### config.mk
export PLATFORM = sky130hd
export DESIGN_NAME = uart_tx_frame
export DESIGN_NICKNAME = d
export VERILOG_FILES = /design/src/rtl/uart_tx_frame.sv
export SDC_FILE = /design/constraint.sdc
export NUM_CORES = 1
export LEC_CHECK = 0
export BUFFER_PORTS_ARGS = -buffer_cell sky130_fd_sc_hd__buf_4
export CORE_ASPECT_RATIO = 0.8
export CORE_MARGIN = 1.5
export CORE_UTILIZATION = 40
export CTS_CLUSTER_SIZE = 12
export DETAILED_ROUTE_END_ITERATION = 8
export GPL_TIMING_DRIVEN = 0
export PLACE_DENSITY = 0.68
export SYNTH_ARGS = -nofsm -noshare
export SYNTH_HDL_FRONTEND = slang
export SYNTH_SLANG_ARGS = --single-unit
### constraint.sdc
create_clock -name clk -period 2.5 [get_ports clk]
set_input_delay 0.25 -clock clk [delete_from_list [all_inputs] [get_ports clk]]
set_output_delay 0.25 -clock clk [all_outputs]
set_load 0.02 [all_outputs]
### src/rtl/uart_tx_frame.sv
// UART transmit framer: start, LSB-first data, optional parity, 1 or 2 stop bits.
// Define UART_TX_BREAK_EN to add the send_break input and the line-break state.
module uart_tx_frame #(
    parameter int unsigned DATA_WIDTH   = 8,
    parameter int unsigned CLKS_PER_BIT = 16,
    parameter int unsigned STOP_BITS    = 1
) (
    input  logic                  clk,
    input  logic                  rst,
    input  logic [DATA_WIDTH-1:0] data_in,
    input  logic [1:0]            parity_type,
    input  logic                  data_valid,
    output logic                  data_ready,
    output logic                  tx,
    output logic                  busy,
    output logic                  done
`ifdef UART_TX_BREAK_EN
    ,
    input  logic                  send_break
`endif
);

    localparam int unsigned BIT_LAST  = CLKS_PER_BIT - 1;
    localparam int unsigned STOP_LAST = STOP_BITS * CLKS_PER_BIT - 1;
    localparam int unsigned BRK_LAST  = (DATA_WIDTH + 2) * CLKS_PER_BIT - 1;
    localparam int unsigned DIV_W     = $clog2(BRK_LAST + 1);
    localparam int unsigned IDX_W     = $clog2(DATA_WIDTH);

    typedef enum logic [2:0] {
        StIdle,
        StStart,
        StData,
        StParity,
        StStop
`ifdef UART_TX_BREAK_EN
        ,
        StBreak
`endif
    } state_e;

    state_e                r_state, w_state_d;
    logic [DIV_W-1:0]      r_div, w_div_d;
    logic [IDX_W-1:0]      r_idx, w_idx_d;
    logic [DATA_WIDTH-1:0] r_shift, w_shift_d;
    logic                  r_par_en, w_par_en_d;
    logic                  r_par, w_par_d;
    logic                  r_tx, w_tx_d;
    logic                  r_busy, w_busy_d;
    logic                  w_bit_end;

    assign w_bit_end  = (r_div == DIV_W'(BIT_LAST));
    assign data_ready = (r_state == StIdle);
    assign tx         = r_tx;
    assign busy       = r_busy;
    assign done       = (r_state == StStop) && (r_div == DIV_W'(STOP_LAST));

    always_comb begin
        w_state_d  = r_state;
        w_div_d    = r_div;
        w_idx_d    = r_idx;
        w_shift_d  = r_shift;
        w_par_en_d = r_par_en;
        w_par_d    = r_par;
        w_tx_d     = r_tx;
        w_busy_d   = r_busy;
        case (r_state)
            StIdle: begin
                w_tx_d   = 1'b1;
                w_busy_d = 1'b0;
                w_div_d  = '0;
                w_idx_d  = '0;
`ifdef UART_TX_BREAK_EN
                if (send_break) begin
                    w_state_d = StBreak;
                    w_tx_d    = 1'b0;
                    w_busy_d  = 1'b1;
                end else
`endif
                if (data_valid) begin
                    w_state_d  = StStart;
                    w_tx_d     = 1'b0;
                    w_busy_d   = 1'b1;
                    w_shift_d  = data_in;
                    // Modes 01 and 10 carry a parity bit; 00 and 11 do not.
                    w_par_en_d = parity_type[0] ^ parity_type[1];
                    w_par_d    = (parity_type == 2'b01) ? ~^data_in : ^data_in;
                end
            end
            StStart: begin
                if (w_bit_end) begin
                    w_div_d   = '0;
                    w_idx_d   = '0;
                    w_state_d = StData;
                    w_tx_d    = r_shift[0];
                end else begin
                    w_div_d = r_div + DIV_W'(1);
                end
            end
            StData: begin
                if (w_bit_end) begin
                    w_div_d = '0;
                    if (r_idx == IDX_W'(DATA_WIDTH - 1)) begin
                        w_idx_d = '0;
                        if (r_par_en) begin
                            w_state_d = StParity;
                            w_tx_d    = r_par;
                        end else begin
                            w_state_d = StStop;
                            w_tx_d    = 1'b1;
                        end
                    end else begin
                        w_idx_d   = r_idx + IDX_W'(1);
                        w_shift_d = r_shift >> 1;
                        w_tx_d    = r_shift[1];
                    end
                end else begin
                    w_div_d = r_div + DIV_W'(1);
                end
            end
            StParity: begin
                if (w_bit_end) begin
                    w_div_d   = '0;
                    w_state_d = StStop;
                    w_tx_d    = 1'b1;
                end else begin
                    w_div_d = r_div + DIV_W'(1);
                end
            end
            StStop: begin
                w_tx_d = 1'b1;
                if (r_div == DIV_W'(STOP_LAST)) begin
                    w_div_d   = '0;
                    w_state_d = StIdle;
                    w_busy_d  = 1'b0;
                end else begin
                    w_div_d = r_div + DIV_W'(1);
                end
            end
`ifdef UART_TX_BREAK_EN
            StBreak: begin
                // Divider saturates at the minimum length; exit once send_break drops.
                w_tx_d = 1'b0;
                if (r_div != DIV_W'(BRK_LAST)) begin
                    w_div_d = r_div + DIV_W'(1);
                end else if (!send_break) begin
                    w_div_d   = '0;
                    w_state_d = StStop;
                    w_tx_d    = 1'b1;
                end
            end
`endif
            default: begin
                w_state_d = StIdle;
                w_div_d   = '0;
                w_tx_d    = 1'b1;
                w_busy_d  = 1'b0;
            end
        endcase
    end

    always_ff @(posedge clk) begin
        if (rst) begin
            r_state  <= StIdle;
            r_div    <= '0;
            r_idx    <= '0;
            r_shift  <= '0;
            r_par_en <= 1'b0;
            r_par    <= 1'b0;
            r_tx     <= 1'b1;
            r_busy   <= 1'b0;
        end else begin
            r_state  <= w_state_d;
            r_div    <= w_div_d;
            r_idx    <= w_idx_d;
            r_shift  <= w_shift_d;
            r_par_en <= w_par_en_d;
            r_par    <= w_par_d;
            r_tx     <= w_tx_d;
            r_busy   <= w_busy_d;
        end
    end

endmodule

==> flow_summary.yaml <==
floorplanning:
  core-area_um2: 3490
  fp.dieH_um: 57.5
  design.die.area_um2: 4090
  start_util: 0.425
  row_count: 19
  die_width_um: 71.1
  io_pins: 17
timing:
  fin_crit_ps: 2120
  drv_slew: 0
  slew_headroom: 0.615
  period_share: 0.846
  whs_ps: 237
  hold_viol_final: 0
  tightest_slew_ps: 577
  rsz0062_at_grt: "no"
  fmax_ghz: 0.473
  final-setup-viol-count: 0
  timing.setup.tns_ps: 0
  finClkSkew_ps: 5.62
clocking:
  path_clk_slew_ps: 90
  htreeDepth: 1
  cts-resized-gates: 0
  numCtsBuffers: 3
  cts_max_path_buffers: 2
  ctsRootBufferMaster: "clkbuf_8"
  cts_tree: "built"
  clock_latency_ps: 280
  ctsHoldBuffers: 0
  cts_setup_buffers: 0
  cts.sinks: 26
routing:
  vias_per_cell: 5.72
  antenna_left: 0
  vias: 1252
  wl_um: 3280
  drc: 0
  first_pass_iters: 4
  routedWlPerCell_um: 15.0
  initialDrtViolationCount: 135
critical_path:
  crit_family: "simple AND/OR/NAND/NOR gates"
  path_class: "reg -> reg"
  worst_path_largest_cell_delay_ps: 560
  cp-end-kind: "flip-flop"
  crit_chain: "ha_1 > and3_1 > clkbuf_1 > a31oi_1 > or4b_1 > a21oi_1"
  cp_data_arrival_time_ps: 2320
  cp_max_fo: 6
  critical_path_required_ps: 2700
  start_kind: "flip-flop"
  worstPathBufferInverterCount: 1
  cp_slowest_cell: "or4b_1"
placed_design:
  hpwl_um: 2440
  finalWeightedCongestion: 0.848
  io_buffers: 16
yosys:
  ys_seq_elements: 26
  synthArstFlopShare: 0
  yosys_warnings: 0
  synth_area_leaders: "dfxtp_1 35%, a21oi_1 4.7%, mux2i_1 4.7%"
  netlist.area_leader.share: 0.351
  yosysSeqAreaShare: 0.351
  synth_edf_count: 0
  syn_area_per_cell_um2: 9.45
  yosysTopAreaCell: "dfxtp_1"
  synth-main-ff-cell: "dfxtp_1"
  synthCells: 157
  synthesis.area_um2: 1480
  syn_nets: 175
  synth_cell_type_count: 44
layout:
  antenna_cells: 0
  area_delta_synth_final_pct: 16.4
  nets: 196
  drive_gt1_frac: 0.215
  num-fill-cells: 323
min_path:
  hold_path_class: "in -> reg"
power:
  p_per_area_nw_per_um2: 553
  switching_power_uw: 234
  internal-power_uw: 721
  clkPwrFrac: 0.377
  p_leak_uw: 0.000690
  seqPwrFrac: 0.475
  power_frac_comb: 0.148
  ir_drop_v: 0.000316
  p_sw_frac: 0.245
global_routing:
  overflow: 0
  antenna_found_initial: 0
  grt_pass1_wl_um: 5460
  track_usage: 0.169
  grt_pass1_vias: 1162
  grt_max_degree: 16
job:
  maxCapViolations: 0
run_status:
  status: "finished, final reports clean"
cell usage in the layout (no fill, tap or decap), types with 5 or more instances in the layout:
cell type   n
a21oi_1    14
buf_4      18
clkbuf_1    7
dfxtp_1    26
ha_1        5
mux2i_1     7
nand2_1     6
nand3_1     5
nor2_1     14
o21ai_0     7
xnor2_1     6
xor2_1      5
cells by family after synthesis:
kind of cell,after synthesis,share of synthesized area
multiplexers,7,0.0472
buffers and inverters,14,0.0506
flip-flops,26,0.351
AO/OA/AOI/OAI,44,0.225
adder cells (fa/ha/maj),5,0.0422
XOR/XNOR,12,0.0801
AND/OR/NAND/NOR,49,0.204
state kept, by name, indices dropped and copies added, names as in the netlist:
| signal | cells |
|---|---|
| busy | 1 |
| r_div | 8 |
| r_idx | 3 |
| r_par | 1 |
| r_par_en | 1 |
| r_shift | 8 |
| r_state | 3 |
| tx | 1 |
power groups by stage:
stage	logic, uW	clock network (uW)	registers, uW
CTS	141	366	453
detailed placement	140	0	463
floorplan	92.4	0	462
finish	141	360	454
global route	155	378	457
global placement	136	0	462
through the flow:
step	util	total power [uW]	cells	setup WS, ps	instance area, um2
floorplan	-	554	157	759	1480
CTS	0.494	961	219	417	1730
finish	0.494	955	219	384	1730
detailed placement	0.474	603	215	447	1660
global route	0.494	989	219	270	1730
global placement	0.474	598	215	568	1660
area by class of cell:
class	count	area (um2)	share of cell area
Timing Repair Buffer	16	120	0.0695
Clock inverter	1	30.0	0.0174
Inverter	3	11.3	0.00652
Buffer	11	63.8	0.0369
Sequential cell	26	520	0.301
Tap cell	42	52.6	0.0304
Multi-Input combinational cell	117	888	0.514
Clock buffer	3	41.3	0.0239
path summary, 6_finish.rpt:
path / cells past startpoint / to / slack [ps] / startpoint
max: 6 / r_idx[1]$_SDFFE_PP0P_ / 380 / r_div[0]$_SDFF_PP0_
min: 3 / r_shift[7]$_SDFFE_PP0P_ / 240 / data_in[7]
max reg2reg: 6 / r_idx[1]$_SDFFE_PP0P_ / 380 / r_div[0]$_SDFF_PP0_
min reg2reg: 1 / r_div[0]$_SDFF_PP0_ / 450 / r_div[0]$_SDFF_PP0_
worst register-to-register path: stages (launching register included):
cell and delay (ps):
dfxtp_1 360, ha_1 230, and3_1 180, clkbuf_1 260
a31oi_1 260, or4b_1 560, a21oi_1 180
cell usage after synthesis (2+ instances only):
| master | instances |
|---|---|
| dfxtp_1 | 26 |
| a21oi_1 | 14 |
| nor2_1 | 14 |
| clkbuf_1 | 7 |
| mux2i_1 | 7 |
| o21ai_0 | 7 |
| nand2_1 | 6 |
| xnor2_1 | 6 |
| ha_1 | 5 |
| nand3_1 | 5 |
| xor2_1 | 5 |
| a311oi_1 | 4 |
| a21oi_2 | 3 |
| a311oi_2 | 3 |
| and3_1 | 3 |
| inv_1 | 3 |
| nand3b_1 | 3 |
| or4b_1 | 3 |
| a211oi_1 | 2 |
| buf_4 | 2 |
| buf_6 | 2 |
| nand2b_1 | 2 |
| o211ai_1 | 2 |
| o21ai_4 | 2 |
| or4_1 | 2 |
layer usage:
metal | routed length, um | track usage
met1 | 1660 | 0.246
met2 | 1440 | 0.254
met3 | 139 | 0.0371
met4 | 38 | 0.0485
met5 | 0 | 0
(Power assumes the default switching activity.)
